`src/rtl/bcd_scan_pkg.sv`:
```
// rtl/bcd_scan_pkg.sv - state type, blank code and leading-zero helper for bcd_scan_mux
// lz_mask exists only when BCD_SCAN_LZ_BLANK_EN is defined.
package bcd_scan_pkg;

  typedef enum logic [1:0] {
    IDLE  = 2'd0,
    BLANK = 2'd1,
    SHOW  = 2'd2
  } scan_state_e;

  localparam logic [3:0] BCD_BLANK = 4'hF;

`ifdef BCD_SCAN_LZ_BLANK_EN
  function automatic logic [3:0] lz_mask(input logic [3:0] digit, input logic keep);
    return keep ? digit : BCD_BLANK;
  endfunction
`endif

endpackage

```
`src/rtl/bcd_scan_mux.sv`:
```
// rtl/bcd_scan_mux.sv - time-multiplexed 7-segment scan controller with per-slot blanking gap
// BCD_SCAN_LZ_BLANK_EN: replace leading zeros with the blank code at snapshot time.
module bcd_scan_mux
  import bcd_scan_pkg::*;
#(
  parameter int N_DIGITS     = 4,
  parameter int REFRESH_DIV  = 50000,
  parameter int BLANK_CYCLES = 16
) (
  input  logic                  clk,
  input  logic                  rst_n,
  input  logic                  en,
  input  logic [4*N_DIGITS-1:0] digits_i,
  output logic [3:0]            bcd_o,
  output logic [N_DIGITS-1:0]   digit_sel_o,
  output logic                  blank_o,
  output logic                  frame_o
);

  localparam int CNT_W = $clog2(REFRESH_DIV);
  localparam int IDX_W = $clog2(N_DIGITS);
  localparam logic [CNT_W-1:0] BLANK_LAST = CNT_W'(BLANK_CYCLES - 1);
  localparam logic [CNT_W-1:0] SLOT_LAST  = CNT_W'(REFRESH_DIV - 1);
  localparam logic [IDX_W-1:0] IDX_LAST   = IDX_W'(N_DIGITS - 1);

  scan_state_e             state_q, state_d;
  logic [IDX_W-1:0]        idx_q, idx_d;
  logic [CNT_W-1:0]        cnt_q, cnt_d;
  logic [4*N_DIGITS-1:0]   snap_q, snap_d;
  logic [3:0]              bcd_q, bcd_d;
  logic [N_DIGITS-1:0]     sel_q, sel_d;
  logic                    blank_q, blank_d;
  logic                    frame_q, frame_d;
  logic [4*N_DIGITS-1:0]   capture;

`ifdef BCD_SCAN_LZ_BLANK_EN
  // Walk down from the top digit; a digit is kept once any digit at or above it is non-zero.
  always_comb begin
    logic seen;
    seen    = 1'b0;
    capture = digits_i;
    for (int k = N_DIGITS - 1; k >= 1; k--) begin
      seen = seen | (digits_i[4*k +: 4] != 4'h0);
      capture[4*k +: 4] = lz_mask(digits_i[4*k +: 4], seen);
    end
  end
`else
  assign capture = digits_i;
`endif

  always_comb begin
    state_d = state_q;
    idx_d   = idx_q;
    cnt_d   = cnt_q;
    snap_d  = snap_q;
    frame_d = 1'b0;

    if (!en) begin
      state_d = IDLE;
      idx_d   = '0;
      cnt_d   = '0;
    end else begin
      unique case (state_q)
        IDLE: begin
          state_d = BLANK;
          idx_d   = '0;
          cnt_d   = '0;
          snap_d  = capture;
          frame_d = 1'b1;
        end
        BLANK: begin
          cnt_d = cnt_q + CNT_W'(1);
          if (cnt_q == BLANK_LAST) state_d = SHOW;
        end
        SHOW: begin
          if (cnt_q == SLOT_LAST) begin
            state_d = BLANK;
            cnt_d   = '0;
            if (idx_q == IDX_LAST) begin
              idx_d   = '0;
              snap_d  = capture;
              frame_d = 1'b1;
            end else begin
              idx_d = idx_q + IDX_W'(1);
            end
          end else begin
            cnt_d = cnt_q + CNT_W'(1);
          end
        end
        default: begin
          state_d = IDLE;
          idx_d   = '0;
          cnt_d   = '0;
        end
      endcase
    end

    // Outputs are decoded from the next state so they register on the same edge as the state.
    bcd_d   = BCD_BLANK;
    sel_d   = '0;
    blank_d = 1'b1;
    if (state_d == SHOW) begin
      blank_d = 1'b0;
      for (int k = 0; k < N_DIGITS; k++) begin
        if (idx_d == IDX_W'(k)) begin
          bcd_d    = snap_d[4*k +: 4];
          sel_d[k] = 1'b1;
        end
      end
    end
  end

  always_ff @(posedge clk or negedge rst_n) begin
    if (!rst_n) begin
      state_q <= IDLE;
      idx_q   <= '0;
      cnt_q   <= '0;
      snap_q  <= '0;
      bcd_q   <= BCD_BLANK;
      sel_q   <= '0;
      blank_q <= 1'b1;
      frame_q <= 1'b0;
    end else begin
      state_q <= state_d;
      idx_q   <= idx_d;
      cnt_q   <= cnt_d;
      snap_q  <= snap_d;
      bcd_q   <= bcd_d;
      sel_q   <= sel_d;
      blank_q <= blank_d;
      frame_q <= frame_d;
    end
  end

  assign bcd_o       = bcd_q;
  assign digit_sel_o = sel_q;
  assign blank_o     = blank_q;
  assign frame_o     = frame_q;

endmodule

```
`config.mk`:
```
export PLATFORM = sky130hd
export DESIGN_NAME = bcd_scan_mux
export DESIGN_NICKNAME = d
export VERILOG_FILES = /design/src/rtl/bcd_scan_pkg.sv /design/src/rtl/bcd_scan_mux.sv
export SDC_FILE = /design/constraint.sdc
export NUM_CORES = 1
export LEC_CHECK = 0
export CAP_MARGIN = 20
export CORE_ASPECT_RATIO = 0.8
export CORE_MARGIN = 1.5
export CORE_UTILIZATION = 54
export DETAILED_ROUTE_END_ITERATION = 12
export GPL_TIMING_DRIVEN = 0
export PLACE_DENSITY = 0.83
export SYNTH_ARGS = -nofsm -noshare
export SYNTH_HDL_FRONTEND = slang
export SYNTH_SLANG_ARGS = --single-unit
```
`constraint.sdc`:
```
create_clock -name clk -period 2.75 [get_ports clk]
set_input_delay 0.275 -clock clk [delete_from_list [all_inputs] [get_ports clk]]
set_output_delay 0.275 -clock clk [all_outputs]
set_load 0.02 [all_outputs]
```
==> results.yml <==
sta:
  hold_viol_final: 0
  tightest_slew_ns: 0.598
  clock.fmax_ghz: 0.386
  period_minus_slack_ns: 2.59
  slew_headroom_pct: 60.1
  fin_crit_sh_pct: 94.3
  slew_viol_final: 0
  setup_viol: 0
  final.setup.tns_ns: 0
  grt_setup_unrepaired: "false"
  clock_skew_ns: 0.00863
layout:
  n_antenna_cell: 0
  layout_commonest_cell: "dfrtp_1"
  fin_cells: 277
  fin_util_pct: 68.0
  area_delta_synth_final_pct: 21.8
  final_cell_mix: "dfrtp_1 (41), clkdlybuf4s50_1 (27), nor2_1 (23)"
  nets: 246
  fillCellCount: 266
  drive_gt1_share_pct: 11.3
run_status:
  status: "completed"
synthesis:
  syn_nets: 209
  yosysWarnings: 0
  synth.area.top_cells: "dfrtp_1 (49%), a22o_1 (7.1%), dfstp_2 (6.2%)"
  synth_edf_count: 0
  async_reset_ff_share_pct: 100
  synth_cell_type_count: 36
  yosysTopAreaCell: "dfrtp_1"
  yosysTopAreaCellShare_pct: 48.7
  synth_flop_cell: "dfrtp_1"
  netlist_instances: 184
  syn_area_per_cell_um2: 11.5
  ys_seq_area_share_pct: 54.9
  yosys_register_bits: 46
  netlist_area_mm2: 0.00211
drt:
  post-route-drc-count: 0
  wirelength_mm: 4.13
  dr_total_vias: 1543
  highest_layer: "met4"
  vias_per_cell: 5.57
  dr_wl_met2_mm: 1.78
  drt-initial-drc-count: 153
  wl_met3_um: 242
  post_drt_wl_per_cell_um: 14.9
  m1WireLength_mm: 2.05
  dr.pass1.iters: 5
  antenna_left: 0
clock_tree:
  htree_levels: 2
  clock_latency_ns: 0.30
  cts_setup_buffers: 0
  cts_tree: "yes"
  cts_num_sinks: 46
  clkSlewWorstSetupHoldPaths_ns: 0.09
  cts_max_path_buffers: 2
  cts_buffers: 5
  cts_root_buf: "clkbuf_8"
min_path:
  hold_class: "input pin to asynchronous set/reset pin"
floorplan:
  dieWidth_um: 72.9
  die_h_um: 58.9
  ios: 29
  rows: 20
  core-area_mm2: 0.00378
  initial_core_util_pct: 55.8
  fp.dieArea_mm2: 0.00429
global_route:
  grt_max_degree: 31
  gr-total-overflow: 0
  antenna_found_initial: 0
  grt_use_total_pct: 21.4
  grt_pass1_vias: 1466
  grt_pass1_wl_mm: 6.83
placed_design:
  gp_congestion: 0.832
  dp.cells: 268
  dpl.hpwl_mm: 2.98
  io_buffers: 28
critical_path:
  cp.required_ns: 2.96
  cp.arrival_ns: 2.80
  worstSetupPathType: "flop to flop"
  start_kind: "flop"
  critPathCaptureType: "flop"
  path_max_fanout: 10
job:
  cap_violations: 0
pwr:
  ir_drop_v: 0.000361
  p_per_area_mw_per_mm2: 492
  p_leak_nw: 1.13
stage by stage:
step	area (um2)	setup WS, ns	total power, mW	hold WS (ns)
3_5_place_dp	2470	0.0517	0.870	0.221
3_3_place_gp	2460	0.0588	0.865	0.441
2_1_floorplan	2110	0.427	0.805	-0.0206
4_1_cts	2570	0.0249	1.27	0.437
5_1_grt	2570	0.0165	1.31	0.482
6_report	2570	0.158	1.26	0.422
worst max-delay path: stages, from the launching register on:
cell and delay [ns]:
dfrtp_1 0.44, or3_1 0.47, nor4_4 0.50, a32oi_1 0.27
buf_2 0.27, a22o_1 0.20, o22ai_1 0.22, a22oi_1 0.11
area by class of cell:
cell class / instances / area (um2) / share of cell area, %
inverter: 5 / 18.8 / 0.731
clock inverter: 2 / 13.8 / 0.536
buffer: 6 / 42.5 / 1.66
tap: 55 / 68.8 / 2.68
clock buffer: 6 / 72.6 / 2.83
sequential: 46 / 1160 / 45.1
timing repair buffer: 30 / 305 / 11.9
multi-input combinational: 127 / 890 / 34.6
worst paths after layout:
| path | start | to | slack [ns] | depth (start not counted) |
|---|---|---|---|---|
| max in group asynchronous | rst_n | blank_o | 1.77 | 3 |
| min in group clk | cnt_q[0] | cnt_q[0] | 0.47 | 1 |
| hold reg to reg | cnt_q[0] | cnt_q[0] | 0.47 | 1 |
| setup / recovery | cnt_q[5] | bcd_o[3] | 0.16 | 7 |
| hold / removal | rst_n | state_q[0] | 0.42 | 2 |
| setup reg to reg | cnt_q[5] | bcd_o[3] | 0.16 | 7 |
what timing repair did:
item | CTS | global route
hold buffers | 1 | 0
setup endpoints to repair | 0 | 4
hold endpoints to repair | 16 | 0
resized for setup | 0 | 0
per-layer routing:
layer | track usage [%] | vias to the layer above
met5 | 0 | -
met4 | 7.82 | 0
met3 | 4.45 | 7
met2 | 29.1 | 53
met1 | 33.8 | 752
li1 | - | 731
sequential cells by signal, summed over array words and instances (netlist names):
signal       count
snap_q          16
cnt_q           16
idx_q            2
state_q          2
digit_sel_o      4
bcd_o            4
frame_o          1
blank_o          1
cell usage after synthesis (2+ instances only):
library cell,instances
a22o_1,17
a22oi_1,4
and2_1,4
and3_1,10
buf_2,4
buf_6,2
dfrtp_1,41
dfstp_2,5
ha_1,6
inv_1,5
mux2i_1,5
nand2_1,8
nand3_1,7
nand4_1,2
nor2_1,23
nor2b_1,3
nor3_1,2
o211ai_1,2
o22ai_1,4
or3_1,2
xnor2_1,8
xor2_1,6
cell families (layout without fill, tap and decap cells):
logic type / Yosys count / in the layout / synth area share (%)
xor gates and xnor gates: 14 / 14 / 5.82
buffers and inverters: 11 / 49 / 2.91
and+or+nand+nor: 67 / 67 / 16.9
adders and majority gates: 6 / 6 / 3.56
DFF: 46 / 46 / 54.9
AOI/OAI and AO/OA: 35 / 35 / 13.5
muxes: 5 / 5 / 2.37
power by group:
group          total (mW)  switching, mW  internal, mW
Clock               0.404          0.224         0.180
Sequential          0.725         0.0134         0.711
Combinational       0.135         0.0659        0.0695
Total                1.26          0.304         0.960
(Power assumes the default switching activity.)
